$ cat src/rtl/fu_wb_arbiter.sv
// Write-back collector: one holding slot per functional unit. The slots drain
// round-robin onto the single register-file write port, one per cycle.
module fu_wb_arbiter #(
  parameter int N_SRC = 5,
  parameter int DW    = 32,
  parameter int AW    = 5
) (
  input  logic                  clk,
  input  logic                  rst_n,
  input  logic [N_SRC-1:0]      fu_finish,
  input  logic [N_SRC*DW-1:0]   fu_res,
  input  logic [N_SRC*AW-1:0]   fu_rd,
  output logic [N_SRC-1:0]      fu_busy,
  output logic                  wb_en,
  output logic [AW-1:0]         wb_addr,
  output logic [DW-1:0]         wb_data,
  output logic [N_SRC-1:0]      wb_src,
  output logic                  ovf
);

  localparam int PW = (N_SRC > 1) ? $clog2(N_SRC) : 1;

  logic [N_SRC-1:0] r_valid;
  logic [DW-1:0]    r_data [N_SRC];
  logic [AW-1:0]    r_rd   [N_SRC];
  logic [PW-1:0]    r_ptr;
  logic             r_wb_en;
  logic [AW-1:0]    r_wb_addr;
  logic [DW-1:0]    r_wb_data;
  logic [N_SRC-1:0] r_wb_src;
  logic             r_ovf;

  logic             w_gnt_any;
  logic [PW-1:0]    w_gnt_idx;
  logic [N_SRC-1:0] w_gnt_oh;
  logic [DW-1:0]    w_sel_data;
  logic [AW-1:0]    w_sel_rd;
  logic [PW-1:0]    w_ptr_nxt;
  logic [PW-1:0]    w_idx;

  function automatic logic [PW-1:0] wrap_idx(input int unsigned v);
    int unsigned r;
    r = (v >= N_SRC) ? v - N_SRC : v;
    return PW'(r);
  endfunction

  // Scan upward from r_ptr, modulo N_SRC; first valid slot wins.
  always_comb begin
    w_gnt_any  = 1'b0;
    w_gnt_idx  = '0;
    w_gnt_oh   = '0;
    w_sel_data = '0;
    w_sel_rd   = '0;
    w_idx      = '0;
    for (int unsigned k = 0; k < N_SRC; k++) begin
      w_idx = wrap_idx(32'(r_ptr) + k);
      if (!w_gnt_any && r_valid[w_idx]) begin
        w_gnt_any  = 1'b1;
        w_gnt_idx  = w_idx;
        w_sel_data = r_data[w_idx];
        w_sel_rd   = r_rd[w_idx];
      end
    end
    if (w_gnt_any) w_gnt_oh[w_gnt_idx] = 1'b1;
    w_ptr_nxt = (w_gnt_idx == PW'(N_SRC - 1)) ? '0 : w_gnt_idx + 1'b1;
  end

  always_ff @(posedge clk or negedge rst_n) begin
    if (!rst_n) begin
      r_valid   <= '0;
      r_ptr     <= '0;
      r_wb_en   <= 1'b0;
      r_wb_addr <= '0;
      r_wb_data <= '0;
      r_wb_src  <= '0;
      r_ovf     <= 1'b0;
      for (int unsigned i = 0; i < N_SRC; i++) begin
        r_data[i] <= '0;
        r_rd[i]   <= '0;
      end
    end else begin
      for (int unsigned i = 0; i < N_SRC; i++) begin
        if (fu_finish[i]) begin
          // A slot being granted this edge is free to reload in the same edge.
          if (!r_valid[i] || w_gnt_oh[i]) begin
            r_valid[i] <= 1'b1;
            r_data[i]  <= fu_res[i*DW +: DW];
            r_rd[i]    <= fu_rd[i*AW +: AW];
          end else begin
            r_ovf <= 1'b1;
          end
        end else if (w_gnt_oh[i]) begin
          r_valid[i] <= 1'b0;
        end
      end

      r_wb_src <= w_gnt_oh;
      if (w_gnt_any) begin
        r_wb_en   <= (w_sel_rd != '0);
        r_wb_addr <= w_sel_rd;
        r_wb_data <= w_sel_data;
        r_ptr     <= w_ptr_nxt;
      end else begin
        r_wb_en   <= 1'b0;
      end
    end
  end

  assign fu_busy = r_valid;
  assign wb_en   = r_wb_en;
  assign wb_addr = r_wb_addr;
  assign wb_data = r_wb_data;
  assign wb_src  = r_wb_src;
  assign ovf     = r_ovf;

endmodule

$ cat config.mk
export PLATFORM = sky130hd
export DESIGN_NAME = fu_wb_arbiter
export DESIGN_NICKNAME = d
export VERILOG_FILES = /design/src/rtl/fu_wb_arbiter.sv
export SDC_FILE = /design/constraint.sdc
export NUM_CORES = 1
export LEC_CHECK = 0
export ABC_CLOCK_PERIOD_IN_PS = 6800
export CAP_MARGIN = 20
export CORE_ASPECT_RATIO = 1.5
export CORE_MARGIN = 2
export CORE_UTILIZATION = 50
export CTS_CLUSTER_DIAMETER = 60
export DETAILED_ROUTE_END_ITERATION = 12
export PLACE_DENSITY = 0.84
export SYNTH_ARGS = -nofsm -noshare
export SYNTH_HDL_FRONTEND = slang
export SYNTH_SLANG_ARGS = --single-unit
$ cat constraint.sdc
create_clock -name clk -period 6.8 [get_ports clk]
set_input_delay 1.02 -clock clk [delete_from_list [all_inputs] [get_ports clk]]
set_output_delay 1.02 -clock clk [all_outputs]
set_load 0.01 [all_outputs]
* Word-level counts from Yosys, hierarchy flattened *
Index checks and enable logic that the tools add are counted.

word-level totals
  input port bits = 192
  word-level logic and storage cells = 189
  output and inout bits = 49
  register bits after elaboration = 237

operators by class
  bitwise gates (word level) = 5
  magnitude comparators = 17
  reductions and logical operators = 35
  eq/ne operators = 6
  muxes and demuxes = 95
  add/subtract/negate cells = 10

operators by type and width
  kind                                                                           count
  32-bit binary-select mux with 3-bit select                                     5
  32-bit two-way mux                                                             15
  5-bit two-way mux                                                              16
  5-bit binary-select mux with 3-bit select                                      5
  1-bit two-way mux                                                              37
  3-bit two-way mux                                                              11
  3-bit by 4-bit less-than comparator with 1-bit output (second input constant)  6
  4-bit >= comparator (second input constant)                                    5
  3-bit NOT with 4-bit output                                                    5
  2-bit AND reduction                                                            10
  4-bit by 3-bit >= comparator with 1-bit output (second input constant)         4
  1-bit binary-select mux with 3-bit select                                      5
  3-bit subtractor (second input constant)                                       5
  2-bit by 1-bit inequality test with 1-bit output (second input constant)       5
  2-bit nonzero test                                                             5
  1-bit logical NOT                                                              9
  3-bit by 2-bit adder with 4-bit output (second input constant)                 2
  1-bit logical AND                                                              5
  1-bit logical OR                                                               5
  5-bit nonzero test                                                             1
  3-bit by 1-bit adder with 4-bit output (second input constant)                 1
  3-bit by 3-bit adder with 4-bit output (second input constant)                 1
  3-bit by 1-bit adder with 3-bit output (second input constant)                 1
  1-bit demux with 3-bit select                                                  1
  3 further kinds                                                                3

* Logic depth before layout (Yosys ltp) *
Gate-level depths: netlist of the first run.

  depth after elaboration = 33
  depth in mapped cells = 18
  depth with buffers taken out = 16

* Least setup slack after synthesis of the first run *
Ideal clock, no wire load.

  path type = reg2reg
  start = register r_ptr[0]
  end = register r_data[128] in the netlist's numbering
  setup time = 0.125 ns
  cell stages (with the launch flop) = 19
  data required time = 6.675 ns
  setup slack = 2.396 ns
  path buffers = 3
  arrival time = 4.279 ns
  clock period less this slack = 4.404 ns
  path through = dfrtp_1 buf_4 inv_1 ha_1 inv_1 fa_1 a21oi_4 mux2_2 nand3_1 o21ai_1 or3_1 or2_1 buf_2 o22ai_4 inv_2 o41ai_4 nand2_4 buf_6 mux2_4

between the ends
  cells in the longest elaborated chain, start to end = 24
  elaborated cells between the ends (all ways) = 55
  classes of those cells = add/sub: 9; order compare: 7; mux: 28; reduce/logical: 11

RTL lines
  element                                                                                          RTL line  RTL
  start, declared                                                                                  26        logic [PW-1:0] r_ptr;
  start signal, assigned                                                                           102       r_ptr <= w_ptr_nxt;
  parallel branches: the longest is 21 deep, another holds 3-bit by 1-bit adder with 4-bit output  -
  5-bit two-way mux *                                                                              64        if (w_gnt_any) w_gnt_oh[w_gnt_idx] = 1'b1;
  1-bit logical OR *                                                                               85        if (!r_valid[i] || w_gnt_oh[i]) begin
  2-bit AND reduction (no line) *                                                                  -
  end signal, assigned by index                                                                    87        r_data[i] <= fu_res[i*DW +: DW];
  end, declared                                                                                    24        logic [DW-1:0] r_data [N_SRC];

Every way passes the cells marked *. The select of a mux whose other input is x is not followed.
A chain may end at the register's enable or synchronous reset.

* Worst setup path in the final report of the first run *
  start = register r_ptr[1]
  end = register r_data[107] in the netlist's numbering

The elaborated chain is that of the path after synthesis.

==> metrics.yaml, run 1 <==
floorplan:
  start_util_pct: 50.4
  core_um2: 34100
  fp.dieH_um: 231
  io_pins: 241
  rows: 83
  die_area_um2: 35900
  die_w_um: 155
critical_path:
  crit_chain: "inv_1 > ha_1 > mux2_2 > nor2_1 > o41ai_2 > buf_4 > a21oi_1 > nand3_1 > or2_1 > o22ai_4 > inv_2 > o21ai_1 > nand2_2 > buf_4 > mux2_2"
  critPathRequiredTime_ns: 7.25
  path_buf_inv: 4
  end_kind: "register"
  path_class: "reg -> reg"
  cp-start-kind: "register"
  cp_slowest_cell: "ha_1"
  cp.arrival_ns: 6.42
  rrSetupSlack_ns: 0.83
  crit_family: "simple AND/OR/NAND/NOR gates"
  worst_path_largest_cell_delay_ns: 0.91
  ff2ff_path_depth: 15
  regToRegStartpoint: "r_ptr[1]$_DFFE_PN0P_"
  cp_max_fo: 27
  rr_endpoint: "r_data[107]$_DFFE_PN0P_"
  cp_num_cells: 15
layout:
  fin_area_um2: 21000
  fill_cells: 2550
  final_common_cell: "clkdlybuf4s50_1"
  nets: 1805
  drive_gt1_share_pct: 30.6
  diodes: 0
  most-common-layout-cells: "clkdlybuf4s50_1 (239), dfrtp_1 (237), mux4_2 (171)"
  syn_to_final_growth_pct: 22.2
timing:
  finClkSkew_ns: 0.0304
  rsz0062_at_grt: "false"
  worst_pin_slew_ns: 1.17
  slew_violations: 0
  finalHoldViolCount: 0
  period_minus_slack_ns: 5.97
  relSlewSlack_pct: 21.5
  fmax_mhz: 167
  worst_slack_ns: 0.830
  setup_viol: 0
  tns_ns: 0
  finalCritPeriodShare_pct: 87.8
place:
  routabilityCongestion: 0.933
  place.port_buffers: 240
  pre_cts_ws_ns: 0.917
  dp_hpwl_um: 37000
  dpl_cell_area_um2: 20000
global_route:
  grt.overflow.total: 0
  antenna_found_initial: 0
  track_usage_pct: 33.8
  grt_max_degree: 118
  grt_pass1_vias: 15800
  grt_pass1_wl_um: 91900
route:
  vias_per_cell: 7.63
  drt-pass1-iter-count: 6
  wl_per_cell_um: 29.8
  ant_nets: 0
  routed-via-count: 15600
  drt_iter0_drc: 2464
  routed_wl_um: 61000
  drc: 0
logic_synthesis:
  yosys.cell_types.count: 75
  synth_top_area_share_pct: 34.5
  synth_ff_type: "dfrtp_1"
  ys.warnings.count: 0
  yosysSeqAreaShare_pct: 34.5
  yosysTopAreaCell: "dfrtp_1"
  synthArstFlopShare_pct: 100
  syn_area_um2: 17200
  synth-seq-cells: 237
  synth_area_per_cell_um2: 12.0
  synth_edf_count: 0
  syn_inst: 1437
  synth_area_leaders: "dfrtp_1 (35%), mux4_2 (22%), mux2_2 (10%), a22oi_1 (3.8%), mux2_4 (2.6%)"
  syn_nets: 1639
clocking:
  clockBufferDepth: 3
  cts.sinks: 237
  clock_latency_ns: 0.58
  path_clk_slew_ns: 0.06
  cts_resized: 0
  root_buffer: "clkbuf_16"
  numCtsBuffers: 27
  postCtsSetupBuffers: 0
  cts_hold_buffers: 0
  tritoncts: "built"
  htreeDepth: 1
run:
  maxCapViolCount: 0
worst_hold_path:
  hold_class: "in -> async"
run_status:
  status: "completed"
state kept, by name, summed over array words and instances, names as in the netlist:
| name | cells |
|---|---|
| r_data | 160 |
| wb_data | 32 |
| r_rd | 25 |
| fu_busy | 5 |
| wb_addr | 5 |
| wb_src | 5 |
| r_ptr | 3 |
| ovf | 1 |
| wb_en | 1 |
worst reg2reg max path, cell delays in order (launching register included):
cell	delay [ns]
dfrtp_1	0.67
inv_1	0.27
ha_1	0.91
mux2_2	0.44
nor2_1	0.12
o41ai_2	0.09
buf_4	0.19
a21oi_1	0.19
nand3_1	0.57
or2_1	0.49
o22ai_4	0.16
inv_2	0.10
o21ai_1	0.24
nand2_2	0.65
buf_4	0.46
mux2_2	0.29
cell families after synthesis:
| family | share of synthesized area [%] |
|---|---|
| xor+xnor | 0.357 |
| compound gates | 17.4 |
| mux | 37.0 |
| flops | 34.5 |
| buf+inv | 3.79 |
| simple gates | 6.13 |
| fa+ha+maj | 0.772 |
metal layers:
layer  track usage, %  share of wire [%]
met2             51.9                 46
met4             27.1                9.3
met3             8.77                 13
met5                0                  0
met1             40.2                 32
worst max-delay path by stage:
stage	startpoint	to
final	r_ptr[1]$_DFFE_PN0P_	r_data[107]$_DFFE_PN0P_
after global routing	r_ptr[1]$_DFFE_PN0P_	r_data[106]$_DFFE_PN0P_
after CTS	r_ptr[2]$_DFFE_PN0P_	r_data[107]$_DFFE_PN0P_
after detailed placement	r_ptr[2]$_DFFE_PN0P_	r_data[107]$_DFFE_PN0P_
after global placement	r_ptr[2]$_DFFE_PN0P_	r_data[98]$_DFFE_PN0P_
after floorplan	r_ptr[0]$_DFFE_PN0P_	r_data[128]$_DFFE_PN0P_
Yosys cell counts (8+ instances only):
master / instances
dfrtp_1: 237
mux4_2: 171
mux2_2: 158
nand2_1: 118
clkbuf_1: 104
a21oi_1: 89
a22oi_1: 87
a31oi_1: 31
mux2_4: 30
nand3_1: 29
nor2_1: 29
o211ai_1: 29
mux2i_1: 28
a221o_1: 24
o221ai_1: 24
o22ai_1: 21
a221oi_1: 20
buf_2: 19
o21ai_0: 17
buf_1: 15
inv_1: 13
a211oi_1: 10
nor2b_1: 10
and3_1: 9
ha_1: 9
o22a_1: 8
area by class of cell:
type                    instances  area [µm²]  share of cell area [%]
multi-input cells            1042       10800                    51.5
inverters                      15        56.3                   0.268
repair buffers                280        2740                    13.1
flip-flops and latches        237        5930                    28.3
clock buffers                  34         752                    3.58
clock inverters                14         154                   0.733
well taps                     425         532                    2.53
stage by stage:
stage	instances	hold slack [ns]	util, %
finish	2047	0.474	61.6
global route	2047	0.574	61.6
CTS	2044	0.532	61.5
detailed placement	1996	0.520	58.8
global placement	1995	0.508	58.8
floorplan	1437	0.514	-
Power of run 1 is not shown: default switching activity piles up to over one toggle a cycle in this logic, so the estimate is an artifact.
==> run 2: changes to the inputs <==
Settings changed: CTS_CLUSTER_DIAMETER 60 to 100.
==> run 2 against run 1 <==
  * Via count down 0.91%
  * Non-clock buffer count unchanged
  * Final area is 0.40% lower
  * Maximum frequency increased by 0.19%
  * Critical path depth is the same
  * Cell count decreased by 0.29%
  * Wire length down 0.12%
  * Global-route usage decreased by 0.12 points
  * First-iteration DRC count up 11%
  * Setup slack better by 0.012 ns
==> metrics.yaml, run 2 (synthesis gave the netlist of run 1 again) <==
layout:
  nets: 1802  # was 1805
  post-route-util_pct: 61.4  # was 61.6%
  syn_to_final_growth_pct: 21.7  # was 22.2%
  diodes: 0  # unchanged
  fill_cells: 2581  # was 2550
  fin_cells: 2041  # was 2047
  fin_area_um2: 20900  # was 21000 µm²
  largest_register_ffs: 160  # unchanged
  final_common_cell: "clkdlybuf4s50_1"  # unchanged
  drive_gt1_share_pct: 30.2  # was 30.6%
  most-common-layout-cells: "clkdlybuf4s50_1 (239), dfrtp_1 (237), mux4_2 (171)"  # unchanged
  largest_register: "r_data"  # unchanged
timing:
  slew_violations: 0  # unchanged
  tns_ns: 0  # unchanged
  relSlewSlack_pct: 23.7  # was 21.5%
  worst_pin_slew_ns: 1.14  # was 1.17 ns
  finalHoldViolCount: 0  # unchanged
  period_minus_slack_ns: 5.96  # was 5.97 ns
  finClkSkew_ns: 0.0148  # was 0.0304 ns
  rsz0062_at_grt: "false"  # unchanged
  finalCritPeriodShare_pct: 87.6  # was 87.8%
  fmax_mhz: 168  # was 167 MHz
  setup_viol: 0  # unchanged
floorplan:
  die_area_um2: 35900  # unchanged
  io_pins: 241  # unchanged
  rows: 83  # unchanged
  fp.dieH_um: 231  # unchanged
  start_util_pct: 50.4  # unchanged
  core_um2: 34100  # unchanged
  die_w_um: 155  # unchanged
critical_path:
  cp-start-kind: "register"  # unchanged
  cp_slowest_cell: "ha_1"  # unchanged
  cp_max_fo: 27  # unchanged
  end_kind: "register"  # unchanged
  rrSetupSlack_ns: 0.84  # was 0.83 ns
  crit_chain: "inv_1 > ha_1 > mux2_2 > nor2_1 > o41ai_2 > buf_4 > a21oi_1 > nand3_1 > or2_1 > o22ai_4 > inv_2 > o21ai_1 > nand2_2 > buf_4 > mux2_2"  # unchanged
  ff2ff_path_depth: 15  # unchanged
  path_class: "reg -> reg"  # unchanged
  cp_num_cells: 15  # unchanged
  cp.arrival_ns: 6.39  # was 6.42 ns
  path_buf_inv: 4  # unchanged
  crit_family: "simple AND/OR/NAND/NOR gates"  # unchanged
  worst_path_largest_cell_delay_ns: 0.88  # was 0.91 ns
  critPathRequiredTime_ns: 7.23  # was 7.25 ns
global_route:
  grt_pass1_vias: 15700  # was 15800
  antenna_found_initial: 0  # unchanged
  grt.overflow.total: 0  # unchanged
  track_usage_pct: 33.7  # was 33.8%
  grt_max_degree: 118  # unchanged
  grt_pass1_wl_um: 91900  # unchanged
clocking:
  clockBufferDepth: 3  # unchanged
  htreeDepth: 1  # unchanged
  numCtsBuffers: 24  # was 27
  postCtsSetupBuffers: 0  # unchanged
  cts.sinks: 237  # unchanged
  cts_resized: 0  # unchanged
  tritoncts: "built"  # unchanged
  clock_latency_ns: 0.56  # was 0.58 ns
  root_buffer: "clkbuf_16"  # unchanged
  cts_hold_buffers: 0  # unchanged
  path_clk_slew_ns: 0.07  # was 0.06 ns
run:
  maxCapViolCount: 0  # unchanged
route:
  drc: 0  # unchanged
  drt-pass1-iter-count: 9  # was 6
  routed_wl_um: 60900  # was 61000 µm
  vias_per_cell: 7.58  # was 7.63
  ant_nets: 0  # unchanged
  drt_iter0_drc: 2727  # was 2464
  wl_per_cell_um: 29.8  # about the same
  routed-via-count: 15500  # was 15600
place:
  dp.cells: 1996  # unchanged
  routabilityCongestion: 0.933  # unchanged
  place.port_buffers: 240  # unchanged
  dp_hpwl_um: 37000  # unchanged
  dpl_cell_area_um2: 20000  # unchanged
worst_hold_path:
  hold_class: "in -> async"  # unchanged
run_status:
  status: "completed"  # unchanged
run 2: final cells by class:
cell class | count | area [µm²] | area share (%)
Clock buffer | 33 | 696 | 3.33
Clock inverter | 9 | 126 | 0.605
Inverter | 15 | 56.3 | 0.269
Multi-Input combinational cell | 1042 | 10800 | 51.8
Sequential cell | 237 | 5930 | 28.4
Tap cell | 425 | 532 | 2.54
Timing Repair Buffer | 280 | 2740 | 13.1
run 2: path summary, 6_finish.rpt:
kind,from,endpoint
worst min-delay path,rst_n,r_data[94]$_DFFE_PN0P_
worst max register to register,r_ptr[1]$_DFFE_PN0P_,r_data[107]$_DFFE_PN0P_
max in group asynchronous,rst_n,r_data[10]$_DFFE_PN0P_
worst max-delay path,r_ptr[1]$_DFFE_PN0P_,r_data[107]$_DFFE_PN0P_
min in group clk,wb_data[2]$_DFFE_PN0P_,wb_data[2]$_DFFE_PN0P_
worst min register to register,wb_data[2]$_DFFE_PN0P_,wb_data[2]$_DFFE_PN0P_
run 2: through the flow:
| stage | setup WS, ns | hold slack [ns] |
|---|---|---|
| floorplan | 2.40 | 0.514 |
| global placement | 1.04 | 0.508 |
| detailed placement | 0.917 | 0.520 |
| CTS | 0.885 | 0.532 |
| global route | 0.585 | 0.574 |
| finish | 0.841 | 0.505 |
run 2: worst register-to-register path, cell delays in order, from the launching register on:
cell and delay (ns):
dfrtp_1 0.67, inv_1 0.27, ha_1 0.88, mux2_2 0.43, nor2_1 0.12, o41ai_2 0.09
buf_4 0.19, a21oi_1 0.19, nand3_1 0.59, or2_1 0.50, o22ai_4 0.17, inv_2 0.10
o21ai_1 0.24, nand2_2 0.65, buf_4 0.46, mux2_2 0.29
run 2: metal layers:
metal  GRT usage, %  vias up  routed length, µm
met2           52.8     1546              28600
met1           40.9     7391              19300
met5              0        -                  0
met4           25.0        0               5170
met3           7.35      416               7890
li1               -     6123                  -
Power of run 2 is left out for the same reason.
